`config.mk`:
```
export PLATFORM = sky130hd
export DESIGN_NAME = range_window_stage
export DESIGN_NICKNAME = d
export VERILOG_FILES = /design/src/rtl/range_window_stage.sv
export SDC_FILE = /design/constraint.sdc
export NUM_CORES = 1
export LEC_CHECK = 0
export ABC_AREA = 1
export CAP_MARGIN = 10
export CORE_ASPECT_RATIO = 0.7
export CORE_MARGIN = 2
export CORE_UTILIZATION = 37
export CTS_CLUSTER_SIZE = 16
export DETAILED_ROUTE_END_ITERATION = 7
export GPL_TIMING_DRIVEN = 0
export PLACE_DENSITY = 0.61
export SETUP_SLACK_MARGIN = 0.5
export SYNTH_ARGS = -nofsm -noshare
export SYNTH_HDL_FRONTEND = slang
export SYNTH_SLANG_ARGS = --single-unit
```
`constraint.sdc`:
```
create_clock -name clk -period 2.4 [get_ports clk]
set_clock_uncertainty 0.05 [all_clocks]
set_input_delay 0.48 -clock clk [delete_from_list [all_inputs] [get_ports clk]]
set_output_delay 0.48 -clock clk [all_outputs]
set_load 0.01 [all_outputs]
```
`src/rtl/range_window_stage.sv`:
```
// Window-bound stage: lo=r1, hi=r1+r2 clipped to the index range.
// Results pass through a 2-entry FIFO; clipped accepts are counted.
module range_window_stage #(
  parameter int W1    = 8,
  parameter int W2    = 4,
  parameter int CNT_W = 8
) (
  input  logic             clk,
  input  logic             rst,
  input  logic             in_valid,
  output logic             in_ready,
  input  logic [W1-1:0]    r1,
  input  logic [W2-1:0]    r2,
  input  logic             clr,
  output logic             out_valid,
  input  logic             out_ready,
  output logic [W1-1:0]    lo,
  output logic [W1-1:0]    hi,
  output logic [W1-1:0]    span,
  output logic             sat,
  output logic [CNT_W-1:0] viol_cnt,
  output logic [1:0]       state
);

  typedef enum logic [1:0] {
    EMPTY = 2'b00,
    ONE   = 2'b01,
    FULL  = 2'b10,
    BAD   = 2'b11
  } st_t;

  typedef struct packed {
    logic [W1-1:0] lo;
    logic [W1-1:0] hi;
    logic [W1-1:0] span;
    logic          sat;
  } rec_t;

  st_t          st_q, st_d;
  rec_t         head_q, tail_q, nw;
  logic [W1:0]  sum;
  logic         push, pop;

  assign in_ready  = (st_q == EMPTY) || (st_q == ONE);
  assign out_valid = (st_q == ONE) || (st_q == FULL);
  assign push      = in_valid && in_ready;
  assign pop       = out_valid && out_ready;
  assign state     = st_q;

  // Sum carries one extra bit so overflow past the index range is visible.
  always_comb begin
    nw      = '0;
    sum     = {1'b0, r1} + (W1+1)'(r2);
    nw.lo   = r1;
    nw.sat  = sum[W1];
    nw.hi   = sum[W1] ? {W1{1'b1}} : sum[W1-1:0];
    nw.span = nw.hi - r1;
  end

  always_comb begin
    st_d = st_q;
    unique case (st_q)
      EMPTY: if (push) st_d = ONE;
      ONE: begin
        if (push && !pop)      st_d = FULL;
        else if (pop && !push) st_d = EMPTY;
      end
      FULL:    if (pop) st_d = ONE;
      default: st_d = EMPTY;
    endcase
  end

  always_ff @(posedge clk or posedge rst) begin
    if (rst) st_q <= EMPTY;
    else     st_q <= st_d;
  end

  // Head is entry 0; a push at occupancy 1 with a pop goes straight to head.
  always_ff @(posedge clk or posedge rst) begin
    if (rst) begin
      head_q <= '0;
      tail_q <= '0;
    end else begin
      unique case (st_q)
        EMPTY: if (push) head_q <= nw;
        ONE: begin
          if (push && pop) head_q <= nw;
          else if (push)   tail_q <= nw;
        end
        FULL:    if (pop) head_q <= tail_q;
        default: ;
      endcase
    end
  end

  always_ff @(posedge clk or posedge rst) begin
    if (rst)
      viol_cnt <= '0;
    else if (clr)
      viol_cnt <= '0;
    else if (push && nw.sat && viol_cnt != {CNT_W{1'b1}})
      viol_cnt <= viol_cnt + CNT_W'(1);
  end

  assign lo   = out_valid ? head_q.lo   : '0;
  assign hi   = out_valid ? head_q.hi   : '0;
  assign span = out_valid ? head_q.span : '0;
  assign sat  = out_valid ? head_q.sat  : 1'b0;

endmodule

```
==> impl_metrics.toml <==
[job]
timing.max_cap.violations = 0

[outcome]
run_status = "complete, but fails checks"
violated_checks = "setup timing"

[worst_setup_path]
critical_path_fanouts_max = 4
crit_top_cell = "sky130_fd_sc_hd__nand2_1"
worst-endpoint-arrival_ns = 2.80
start_kind = "input port"
crit_path_end_kind = "flip-flop"
worst-setup-path-type = "in -> reg"
critical_path.slowest_cell = "sky130_fd_sc_hd__fa_2"
cp_cell_sequence = "buf_8 > ha_4 > fa_2 > nand3_4 > nand3_4 > nand2_8 > clkinv_8 > a21oi_4 > inv_2 > ha_4 > a21oi_2 > nor2_2 > nor2_2 > nand2_1 > nand2_1 > nand2_1 > nor2_1 > o21ai_1"
cpPeakStageDelay_ns = 0.38
worst_ep_required_time_ns = 2.57
worst_reg_to_reg_setup_slack_ns = 0.14

[floorplan]
die_w_um = 120.4
row_count = 29
floorplan.initialDensity = 0.3838
fp.dieArea_um2 = 10290
dieHeight_um = 85.49
ios = 54
floorplan.core_area_um2 = 9144

[sta]
post-route-min-period_ns = 2.627
rsz0062_at_grt = "yes"
maxSlewViolCount = 0
max_clock_freq_ghz = 0.3806
max_slew.worst_pin.slew_ns = 0.7537
slew-limit-headroom = 0.4964
tns_ns = -1.351
setup-violations-final = 9
finalWorstSetupSlack_ns = -0.2275
post-route-period-util = 1.095
hold_viol_final = 0

[detailed_routing]
avgViaCountPerCell = 5.174
routed-via-count = 3803
routed-wl-met2_um = 5978
met3RoutedLength_um = 909
wl_per_cell_um = 17.30
drtAntennaViolNets = 0
drt-total-wl_um = 12710
drt_iter0_drc = 306
drc = 0
maxUsedRoutingLayer = "met4"
drt_pre_antenna_iters = 5
drt-met1-wl_um = 5580

[logic_synthesis]
syn_avg_cell_area_um2 = 7.420
synthesis_stage_register_bit_count = 60
ys.flop_type = "sky130_fd_sc_hd__dfrtp_1"
yosys.area.top_type = "sky130_fd_sc_hd__dfrtp_1"
syn-instance-count = 473
synth_nets = 506
fraction_of_the_yosys_area_taken_by_sequential_cells = 0.4278
postSynth.asyncResetShare = 1.000
synthesis.area_um2 = 3510
synth_top_area_frac = 0.4278
netlist-cell-type-count = 34
synth_enable_flop_cells = 0
synth_area_leaders = "sky130_fd_sc_hd__dfrtp_1 43%, sky130_fd_sc_hd__nand2_1 16%, sky130_fd_sc_hd__inv_1 6.6%, sky130_fd_sc_hd__ha_1 5.0%, sky130_fd_sc_hd__a21oi_1 4.6%"
yosysWarnings = 0

[power_and_ir_drop]
largest_voltage_drop_on_the_vdd_net_v = 0.001050
p_total_mw = 10.35
leak_pwr_nw = 3.120
power_density_nw_per_um2 = 1610

[layout]
multiInputGateArea_um2 = 2512
share_of_the_core_filled_with_cells = 0.7029
area_growth_pct = 83.14
n_antenna_cell = 0
drive_gt1_frac = 0.5303
stdcell_area_um2 = 6427
final-seq-area_um2 = 1505
number_of_filler_instances_in_the_final_layout = 675
final_nets = 639

[clock_network]
number_of_buffers_created_by_cts = 9
cts-htree-levels = 3
clkSlewWorstSetupHoldPaths_ns = 0.05
clockRootBuffer = "sky130_fd_sc_hd__clkbuf_16"
clock_latency_ns = 0.34
tritoncts_clock_tree = "done"
numClockSinks = 60
cts.path.max_buffers = 2

[placed_design]
place.detailed.hpwl_um = 6972
dpl_worst_slack_ns = -1.266
finalWeightedCongestion = 0.8914
port_buffer_cells = 53
placedInstanceArea_um2 = 4300

[global_route]
globalRouteTotalUtil = 0.2198
grt_remaining_overflow = 0
grt_max_degree = 33
first_global_vias = 3447
wire_length_of_the_first_global_routing_pass_um = 17360
antenna_found_initial = 0

[hold_path]
classification_of_the_worst_slack_hold_path = "reg -> reg"
==> cells in the mapped netlist (3+ instances only) <==
cell type                  instances
sky130_fd_sc_hd__a21oi_1          32
sky130_fd_sc_hd__a31oi_1          10
sky130_fd_sc_hd__buf_2             6
sky130_fd_sc_hd__buf_4             3
sky130_fd_sc_hd__clkbuf_1          7
sky130_fd_sc_hd__dfrtp_1          60
sky130_fd_sc_hd__ha_1             14
sky130_fd_sc_hd__inv_1            62
sky130_fd_sc_hd__inv_2             5
sky130_fd_sc_hd__nand2_1         151
sky130_fd_sc_hd__nand2_2           3
sky130_fd_sc_hd__nand3_1          15
sky130_fd_sc_hd__nand3_2           4
sky130_fd_sc_hd__nand4_1           3
sky130_fd_sc_hd__nor2_1           36
sky130_fd_sc_hd__o21a_1            3
sky130_fd_sc_hd__o21ai_0          27
sky130_fd_sc_hd__o21ai_1           6
sky130_fd_sc_hd__or2_2             3
sky130_fd_sc_hd__xnor2_1           4
==> registers in the layout (all words and copies together), names as in the netlist <==
signal / flops
state: 2
head_q: 25
tail_q: 25
viol_cnt: 8
==> cells in the final DEF (no fill, tap or decap), types with 4 or more instances in the layout <==
master / n
sky130_fd_sc_hd__dlygate4sd2_1: 4
sky130_fd_sc_hd__buf_6: 51
sky130_fd_sc_hd__inv_2: 27
sky130_fd_sc_hd__inv_1: 33
sky130_fd_sc_hd__o21ai_0: 5
sky130_fd_sc_hd__dfrtp_1: 57
sky130_fd_sc_hd__ha_1: 5
sky130_fd_sc_hd__a21oi_1: 13
sky130_fd_sc_hd__nor2_4: 13
sky130_fd_sc_hd__buf_8: 14
sky130_fd_sc_hd__o21ai_1: 18
sky130_fd_sc_hd__nor2_2: 6
sky130_fd_sc_hd__nand3_1: 10
sky130_fd_sc_hd__nand2_4: 27
sky130_fd_sc_hd__a31oi_1: 7
sky130_fd_sc_hd__buf_4: 22
sky130_fd_sc_hd__clkbuf_2: 8
sky130_fd_sc_hd__nand3_4: 4
sky130_fd_sc_hd__a21oi_4: 4
sky130_fd_sc_hd__nand3_2: 5
sky130_fd_sc_hd__nand2_2: 37
sky130_fd_sc_hd__nand2_1: 89
sky130_fd_sc_hd__clkdlybuf4s50_1: 11
sky130_fd_sc_hd__o21ai_2: 8
sky130_fd_sc_hd__buf_12: 6
sky130_fd_sc_hd__nor2_1: 20
sky130_fd_sc_hd__ha_4: 8
sky130_fd_sc_hd__a21oi_2: 16
sky130_fd_sc_hd__buf_2: 6
sky130_fd_sc_hd__clkbuf_16: 20
==> repair_timing <==
| item | CTS | global route |
|---|---|---|
| endpoints found under the setup margin | 86 | 85 |
| pin swaps | 37 | 35 |
| resized for setup | 232 | 264 |
| hold buffers | 0 | 0 |
| buffers inserted | 26 | 31 |
| cloned | 2 | 9 |
==> worst max-delay path: cells and delay by family <==
kind,cells,cell delay (ns)
adder cells (fa/ha/maj),3,0.81
buffers and inverters,3,0.24
AO/OA/AOI/OAI,3,0.45
AND/OR/NAND/NOR,9,0.79
==> report_power, final <==
part | internal [mW] | leakage (nW) | switching (mW)
Sequential | 1.47 | 0.728 | 0.402
Combinational | 3.75 | 2.23 | 3.33
Clock | 0.931 | 0.159 | 0.477
==> cell type report <==
type | instances | share of cell area
timing repair inverter | 1 | 0.001752
multi-input combinational | 327 | 0.3909
sequential | 60 | 0.2342
timing repair buffer | 121 | 0.2147
inverter | 69 | 0.04789
clock inverter | 5 | 0.01168
tap | 124 | 0.02414
buffer | 17 | 0.03699
clock buffer | 11 | 0.03777
==> logic make-up after synthesis <==
kind of cell / after synthesis / synth area share
and+or+nand+nor: 223 / 0.2695
AOI/OAI and AO/OA: 83 / 0.1276
adders and majority gates: 16 / 0.06132
DFF: 60 / 0.4278
xor gates and xnor gates: 5 / 0.01248
buffers and inverters: 86 / 0.1012
==> stage by stage <==
step	hold slack [ns]	std cells
floorplan	0.3917	473
global placement	0.4033	650
global route	0.4611	735
detailed placement	0.4096	651
finish	0.4283	735
CTS	0.4246	695
==> path summary, 6_finish.rpt <==
check	startpoint	endpoint	depth (start not counted)
worst max-delay path	r2[0]	head_q[6]$_DFFE_PP0P_	18
worst min-delay path	tail_q[3]$_DFFE_PP0P_	tail_q[3]$_DFFE_PP0P_	2
worst max register to register	state[1]$_DFFE_PP0P_	tail_q[8]$_DFFE_PP0P_	13
worst min register to register	tail_q[3]$_DFFE_PP0P_	tail_q[3]$_DFFE_PP0P_	2
max in group asynchronous	rst	tail_q[14]$_DFFE_PP0P_	3
min in group asynchronous	rst	tail_q[15]$_DFFE_PP0P_	2
==> layer usage <==
metal | vias to the layer above | global-route usage
li1 | 1761 | -
met1 | 1867 | 0.3085
met2 | 144 | 0.3267
met3 | 31 | 0.07392
met4 | 0 | 0.05497
met5 | - | 0
(Power assumes the default switching activity.)
